<file path="src/rtl/mem_ctrl_ram.sv">
// mem_ctrl_ram: single-port synchronous RAM with a valid/ready request port
// and a fixed-latency, valid-qualified read response channel.
//
// After reset an init sweep writes INIT_VAL to every location, one per cycle,
// while busy=1 and req_ready=0. Once the sweep finishes the block stays in RUN
// and accepts one read or write per cycle until the next reset.
//
// Handshake: a request transfers on a rising edge where req_valid=1 and
// req_ready=1. A request presented while req_ready=0 is ignored; the requester
// holds it until it sees ready. Responses have no backpressure: every accepted
// read produces exactly one rsp_valid pulse two edges after the accept edge.
//
// Ports:
//   clk        clock, all logic on the rising edge
//   rst        synchronous active-high reset
//   req_valid  request present
//   req_ready  block accepts a request this cycle
//   req_wr     1 = write, 0 = read
//   req_addr   request address (ADDR_W bits)
//   req_wdata  write data (DATA_W bits)
//   rsp_valid  read data valid (one-cycle pulse per read)
//   rsp_rdata  read data; holds its last value while rsp_valid=0
//   busy       init sweep in progress
module mem_ctrl_ram #(
    parameter int                ADDR_W   = 4,
    parameter int                DATA_W   = 8,
    parameter logic [DATA_W-1:0] INIT_VAL = '0
) (
    input  logic              clk,
    input  logic              rst,
    input  logic              req_valid,
    output logic              req_ready,
    input  logic              req_wr,
    input  logic [ADDR_W-1:0] req_addr,
    input  logic [DATA_W-1:0] req_wdata,
    output logic              rsp_valid,
    output logic [DATA_W-1:0] rsp_rdata,
    output logic              busy
);

    localparam int DEPTH = 1 << ADDR_W;

    typedef enum logic {
        ST_INIT = 1'b0,
        ST_RUN  = 1'b1
    } state_t;

    state_t            state;
    logic [ADDR_W-1:0] init_cnt;

    logic [DATA_W-1:0] mem [DEPTH];

    // Read pipeline: stage 1 holds the captured address, stage 2 the array
    // data, and the response registers present it one edge later.
    logic              rd_v1;
    logic              rd_v2;
    logic [ADDR_W-1:0] rd_addr_q;
    logic [DATA_W-1:0] rd_data_q;

    logic accept;
    logic wr_accept;
    logic rd_accept;

    assign accept    = req_valid & req_ready;
    assign wr_accept = accept & req_wr;
    assign rd_accept = accept & ~req_wr;

    // Control FSM, read-valid pipeline and registered outputs.
    always_ff @(posedge clk) begin
        if (rst) begin
            state     <= ST_INIT;
            init_cnt  <= '0;
            busy      <= 1'b1;
            req_ready <= 1'b0;
            rd_v1     <= 1'b0;
            rd_v2     <= 1'b0;
            rsp_valid <= 1'b0;
            rsp_rdata <= '0;
        end else begin
            case (state)
                ST_INIT: begin
                    init_cnt <= init_cnt + 1'b1;
                    // The last location is written this edge; ready rises
                    // together with the state change so it is seen next cycle.
                    if (&init_cnt) begin
                        state     <= ST_RUN;
                        busy      <= 1'b0;
                        req_ready <= 1'b1;
                    end
                end
                ST_RUN: begin
                    busy      <= 1'b0;
                    req_ready <= 1'b1;
                end
                default: begin
                    state <= ST_INIT;
                end
            endcase

            rd_v1     <= rd_accept;
            rd_v2     <= rd_v1;
            rsp_valid <= rd_v2;
            if (rd_v2) begin
                rsp_rdata <= rd_data_q;
            end
        end
    end

    // Storage and read datapath. The array is never cleared by reset itself;
    // only the sweep that follows reset rewrites it.
    always_ff @(posedge clk) begin
        if (!rst) begin
            if (state == ST_INIT) begin
                mem[init_cnt] <= INIT_VAL;
            end else if (wr_accept) begin
                mem[req_addr] <= req_wdata;
            end
        end
        if (rd_accept) begin
            rd_addr_q <= req_addr;
        end
        // The array is read one edge after the accept, so a write accepted
        // on the previous edge is already visible to a following read.
        if (rd_v1) begin
            rd_data_q <= mem[rd_addr_q];
        end
    end

endmodule
</file>
<file path="config.mk">
export PLATFORM = sky130hd
export DESIGN_NAME = mem_ctrl_ram
export DESIGN_NICKNAME = d
export VERILOG_FILES = /design/src/rtl/mem_ctrl_ram.sv
export SDC_FILE = /design/constraint.sdc
export NUM_CORES = 1
export LEC_CHECK = 0
export CAP_MARGIN = 40
export CORE_MARGIN = 2
export CORE_UTILIZATION = 30
export CTS_CLUSTER_SIZE = 10
export DETAILED_ROUTE_END_ITERATION = 8
export PLACE_DENSITY = 0.53
export SYNTH_ARGS = -nofsm -noshare
export SYNTH_HDL_FRONTEND = slang
export SYNTH_SLANG_ARGS = --single-unit
</file>
<file path="constraint.sdc">
create_clock -name clk -period 2.3 [get_ports clk]
set_input_delay 0.69 -clock clk [delete_from_list [all_inputs] [get_ports clk]]
set_output_delay 0.69 -clock clk [all_outputs]
set_load 0.02 [all_outputs]
</file>
==> results of run 1 <==
routing by layer:
layer / GRT usage, % / wire (µm)
met1: 16.5 / 5810
met2: 22.8 / 7210
met3: 3.99 / 683
met4: 4.15 / 137
met5: 0 / 0
placed cells by master, fill, tap and decap left out, types with 2 or more instances in the layout:
cell type,n
bufinv_16,3
and2_1,3
clkinv_2,2
buf_4,26
mux2i_1,9
nand4_1,16
clkbuf_1,3
dfxtp_1,18
mux4_2,18
nand2_1,9
xor2_1,2
o211ai_1,9
clkdlybuf4s50_1,26
buf_12,14
clkbuf_16,17
edfxtp_1,140
nor2_1,19
clkinv_4,2
o2111ai_1,6
nor2b_1,13
clkinvlp_4,3
mux4_1,14
and3_1,9
a22oi_1,16
a21oi_1,17
a21o_1,2
logic make-up (layout without fill, tap and decap cells):
| group | after synthesis | count (layout) | synth area share (%) |
|---|---|---|---|
| muxes | 41 | 41 | 13.5 |
| adders and majority gates | 1 | 1 | 0.196 |
| DFF | 158 | 158 | 71.6 |
| buffers and inverters | 27 | 98 | 2.43 |
| and+or+nand+nor | 75 | 75 | 6.32 |
| xor gates and xnor gates | 3 | 3 | 0.412 |
| AOI/OAI and AO/OA | 52 | 52 | 5.51 |
sequential cells by signal, summed over array words and instances (netlist names):
register / flops
busy: 1
init_cnt: 4
mem: 128
rd_addr_q: 4
rd_data_q: 8
rd_v1: 1
rd_v2: 1
req_ready: 1
rsp_rdata: 8
rsp_valid: 1
state: 1
final cells by class:
type	count	share of cell area, %
clock buffer	20	5.54
clock inverter	11	1.82
inverter	1	0.0476
multi-input combinational	172	21.0
sequential	158	57.9
tap	275	4.36
timing repair buffer	66	9.33
where the power goes:
part / switching (mW) / leakage, nW / internal [mW] / total, mW
clock: 1.05 / 0.274 / 1.69 / 2.74
combinational: 0.0693 / 0.927 / 0.0651 / 0.134
sequential: 0.0170 / 1.66 / 3.11 / 3.13
metrics by stage:
| stage | setup WS [ns] | hold slack (ns) | cell area, µm² | std cells |
|---|---|---|---|---|
| after CTS | 0.148 | 0.470 | 7890 | 703 |
| final | 0.176 | 0.463 | 7890 | 703 |
| after global placement | -0.0966 | 0.441 | 7300 | 672 |
| after detailed placement | -0.0961 | 0.450 | 7300 | 672 |
| after floorplan | 0.117 | 0.457 | 6380 | 357 |
| after global routing | 0.107 | 0.520 | 7890 | 703 |
final timing paths:
kind	from	end	slack [ns]
min reg2reg	busy$_SDFFE_PP1P_	busy$_SDFFE_PP1P_	0.46
max	req_ready$_SDFFE_PP0P_	req_ready	0.18
max reg2reg	rd_addr_q[0]$_DFFE_PP_	rd_data_q[2]$_DFFE_PP_	0.26
min	busy$_SDFFE_PP1P_	busy$_SDFFE_PP1P_	0.46
==> reports/qor.yml, run 1 <==
p_per_area_mw_per_mm2: 761
crit_slowest_cell: "clkdlybuf4s50_1"
cp.depth: 1
fin_tns_setup_ns: 0
worstMarginPinSlew_ns: 0.541
drt_iter0_markers: 242
drive_gt1_share_pct: 19.9
synth-main-ff-cell: "edfxtp_1"
syn_area_mm2: 0.00638
p_leak_nw: 2.86
antenna_found_initial: 0
ys_seq_elements: 158
wl_per_cell_um: 19.7
yosys-top-cells-area: "edfxtp_1 (66%), mux4_2 (6.4%), mux4_1 (5.8%)"
die_x_um: 150
slew_violations: 0
whs_path_depth: 1
cap_viol_max_count: 0
ir_worst_vdd_uv: 345
cts_resized: 0
startpoint_type: "flip-flop"
power.total_mw: 6.00
syn_area_per_cell_um2: 17.9
synth.most_common_cell: "edfxtp_1"
final_util_pct: 37.6
synth.distinct_cells: 34
num_rows: 53
numCtsBuffers: 17
async_reset_ff_share_pct: 0
n_fill_cell: 1947
critical_path.top_delay_family: "buffers and inverters"
multi_input_area_mm2: 0.00166
fmax_mhz: 471
post-cts-setup-buffers: 0
cts.clk_slew.worst_paths_ns: 0.06
worstPathMaxFanout: 5
slowest_delay_ns: 0.63
path_buf_inv: 1
status: "complete, no violations"
regArea_mm2: 0.00456
diodes: 0
root_buffer: "clkbuf_16"
hpwl_um: 9230
core_mm2: 0.0210
hold_viol: 0
yosys.area.top_type: "edfxtp_1"
fin_worst_skew_ns: 0.0108
vias_per_cell: 4.89
gp_congestion: 0.780
finalCriticalPeriod_ns: 2.12
yosysWarningCount: 0
clkSinkCount: 158
fp.dieArea_mm2: 0.0224
yosysSeqAreaShare_pct: 71.6
grtUsageTotal_pct: 13.4
clk_latency_ns: 0.42
synthCells: 357
reg2reg_depth: 4
critPathArrivalTime_ns: 1.43
clk_path_buf_depth: 2
critPathCaptureType: "output pin"
required_ns: 1.61
crit_type: "flip-flop to output pin"
holdBufCountCts: 0
netlist_top_cells_count: "edfxtp_1 (140), nor2_1 (19), dfxtp_1 (18), mux4_2 (18), a21oi_1 (17)"
final_antenna_net_count: 0
h-tree-depth: 4
first_pass_iters: 4
cts_tree: "done"
hold_path.class: "flip-flop to flip-flop"
cp_cell_sequence: "clkdlybuf4s50_1"
vias: 3435
route.detailed.drc: 0
overflow: 0
wl_um: 13800
ios: 27
relSlewSlack_pct: 63.8
dieHeight_um: 150
rsz0062_at_grt: "no"
finalCritPeriodShare_pct: 92.4
grt_max_degree: 33
area_delta_synth_final_pct: 23.7
yosysTopAreaCellShare_pct: 65.9
grt_first_pass_wirelength_um: 21400
final_nets: 433
syn_nets: 374
synth-edff-count: 140
initial_core_util_pct: 30.4
setup_viol: 0
grt_pass1_vias: 3490
io_buffers: 26
Note: power is estimated with default switching activity, not from simulation.
==> inputs of run 2 (changes only) <==
Settings changed: CORE_UTILIZATION 30 to 47, PLACE_DENSITY 0.53 to 0.72.
==> run 2 against run 1 <==
  * Count of clock-buffer cells in the layout grew 2
  * Sequential power barely moved
  * Maximum frequency fell by 0.28%
  * Setup slack got worse by 0.0060 ns
  * Clock power increased by 3%
  * Via count increased by 2.7%
  * Clock skew down 0.0021 ns
  * Largest power group unchanged
  * Largest cell class unchanged
  * Cell count fell by 13%
  * Design area down 1.1%
==> reports/qor.yml, run 2 (synthesis gave the netlist of run 1 again) <==
finalCriticalPeriod_ns: 2.13  # +0.00603 ns
cellInternalPower_mw: 4.91  # +0.87%
worstHoldStart: "rd_data_q[0]$_DFFE_PP_"
final_util_pct: 58.9  # +21 points
slowest_delay_ns: 0.63  # about the same
grt_max_degree: 33  # unchanged
worstPathMaxFanout: 5  # unchanged
hold_viol: 0  # unchanged
drive_gt1_share_pct: 20.6  # +0.69 points
final_nets: 437  # +0.92%
relSlewSlack_pct: 64.2  # +0.36 points
seq_power_share_pct: 51.5  # -0.6 points
largest_reg_flops: 128  # unchanged
rsz0062_at_grt: "no"
setup_viol: 0  # unchanged
grtUsageTotal_pct: 19.9  # +6.5 points
h-tree-depth: 4  # unchanged
final_cell_mix: "edfxtp_1 (140), buf_4 (30), clkdlybuf4s50_1 (26)"
drt_iter0_markers: 477  # +97%
overflow: 0  # unchanged
critPathLaunch: "req_ready$_SDFFE_PP0P_"
p_leak_nw: 2.89  # +1.0%
netSwitchingFraction_pct: 19.2  # +0.26 points
vias: 3529  # +2.7%
crit_slowest_cell: "clkdlybuf4s50_1"
regToRegStartpoint: "rd_addr_q[0]$_DFFE_PP_"
clk_path_buf_depth: 2  # unchanged
ir_worst_vdd_uv: 537  # +55%
fin_tns_setup_ns: 0  # unchanged
fp.dieArea_mm2: 0.0145  # -35%
finalCritPeriodShare_pct: 92.6  # +0.26 points
final_cell_area_mm2: 0.00780  # -1.1%
initial_core_util_pct: 48.1  # +18 points
p_per_area_mw_per_mm2: 779  # +2.3%
top_register: "mem"
ios: 27  # unchanged
io_buffers: 26  # unchanged
comb_power_share_pct: 2.2  # about the same
status: "complete, no violations"
core_mm2: 0.0132  # -37%
clk_latency_ns: 0.43  # about the same
crit_type: "flip-flop to output pin"
root_buffer: "clkbuf_16"
die_x_um: 120  # -20%
holdBufCountCts: 0  # unchanged
clkSinkCount: 158  # unchanged
numCtsBuffers: 17  # unchanged
antenna_found_initial: 0  # unchanged
cts_tree: "done"
hpwl_um: 8650  # -6.4%
critPathArrivalTime_ns: 1.44  # about the same
wl_um: 13100  # -5.5%
final_antenna_net_count: 0  # unchanged
p_switching_mw: 1.16  # +2.6%
cts.clk_slew.worst_paths_ns: 0.06  # about the same
route.detailed.drc: 0  # unchanged
gp_congestion: 0.939  # +20%
p_clk_share_pct: 46.2  # +0.5 points
n_fill_cell: 969  # -50%
worstMarginPinSlew_ns: 0.536  # -0.00534 ns
hold_path.class: "flip-flop to flip-flop"
dpl-instance-area_mm2: 0.00721  # -1.3%
fin_worst_skew_ns: 0.00867  # -0.00208 ns
fmax_mhz: 469  # -0.28%
num_rows: 42  # -21%
path_buf_inv: 1  # unchanged
critical_path.top_delay_family: "buffers and inverters"
worst_slack_ns: 0.170  # -0.00603 ns
final_common_cell: "edfxtp_1"
first_pass_iters: 5  # +1
reg.largest.list: "mem: 128 flops, rd_data_q: 8 flops, rsp_rdata: 8 flops"
cap_viol_max_count: 0  # unchanged
required_ns: 1.61  # about the same
diodes: 0  # unchanged
cts_resized: 0  # unchanged
grt_first_pass_wirelength_um: 20500  # -3.8%
slew_violations: 0  # unchanged
power.total_mw: 6.08  # +1.2%
critPathCaptureType: "output pin"
cp_cell_sequence: "clkdlybuf4s50_1"
vias_per_cell: 5.79  # +19%
area_delta_synth_final_pct: 22.4
grt_pass1_vias: 3489  # -0.029%
wl_per_cell_um: 21.5  # +9.1%
dp_slack_ns: -0.123  # -0.0272 ns
startpoint_type: "flip-flop"
post-cts-setup-buffers: 0  # unchanged
dieHeight_um: 120  # -20%
==> run 2: area by class of cell <==
class | count | area (µm²) | share of cell area, %
Multi-Input combinational cell | 172 | 1660 | 21.2
Sequential cell | 158 | 4560 | 58.5
Clock inverter | 10 | 136 | 1.75
Inverter | 1 | 3.75 | 0.0481
Tap cell | 176 | 220 | 2.82
Clock buffer | 22 | 454 | 5.82
Timing Repair Buffer | 70 | 766 | 9.82
==> run 2: power groups by stage <==
stage / sequential, mW / clock (mW) / combinational [mW]
after floorplan: 3.18 / 0 / 0.0722
final: 3.13 / 2.81 / 0.136
after global placement: 3.19 / 0 / 0.133
after CTS: 3.13 / 2.88 / 0.136
after detailed placement: 3.19 / 0 / 0.135
after global routing: 3.13 / 2.98 / 0.147
==> run 2: tightest hold or removal path: cells and delay by family, from the launching register on <==
kind	cells	cell delay (ns)
and+or+nand+nor	1	0.07
muxes	1	0.06
DFF	1	0.32
==> run 2: worst paths after layout <==
check | to | slack (ns) | cells after the start
max | req_ready | 0.17 | 1
min | rsp_rdata[0]$_SDFFE_PP0P_ | 0.49 | 2
max reg2reg | rd_data_q[2]$_DFFE_PP_ | 0.30 | 4
min reg2reg | rsp_rdata[0]$_SDFFE_PP0P_ | 0.49 | 2
==> run 2: routing by layer <==
layer	track usage [%]	part of all wire, %	up-vias
met1	25.6	40	1767
met4	8.14	2.2	0
li1	-	-	1595
met5	0	0	-
met3	5.38	6.8	27
met2	32.4	51	140
==> run 2: per-stage QoR <==
step	std cells	hold slack, ns
2_1_floorplan	357	0.457
3_3_place_gp	577	0.435
3_5_place_dp	577	0.473
4_1_cts	609	0.488
5_1_grt	609	0.517
6_report	609	0.485
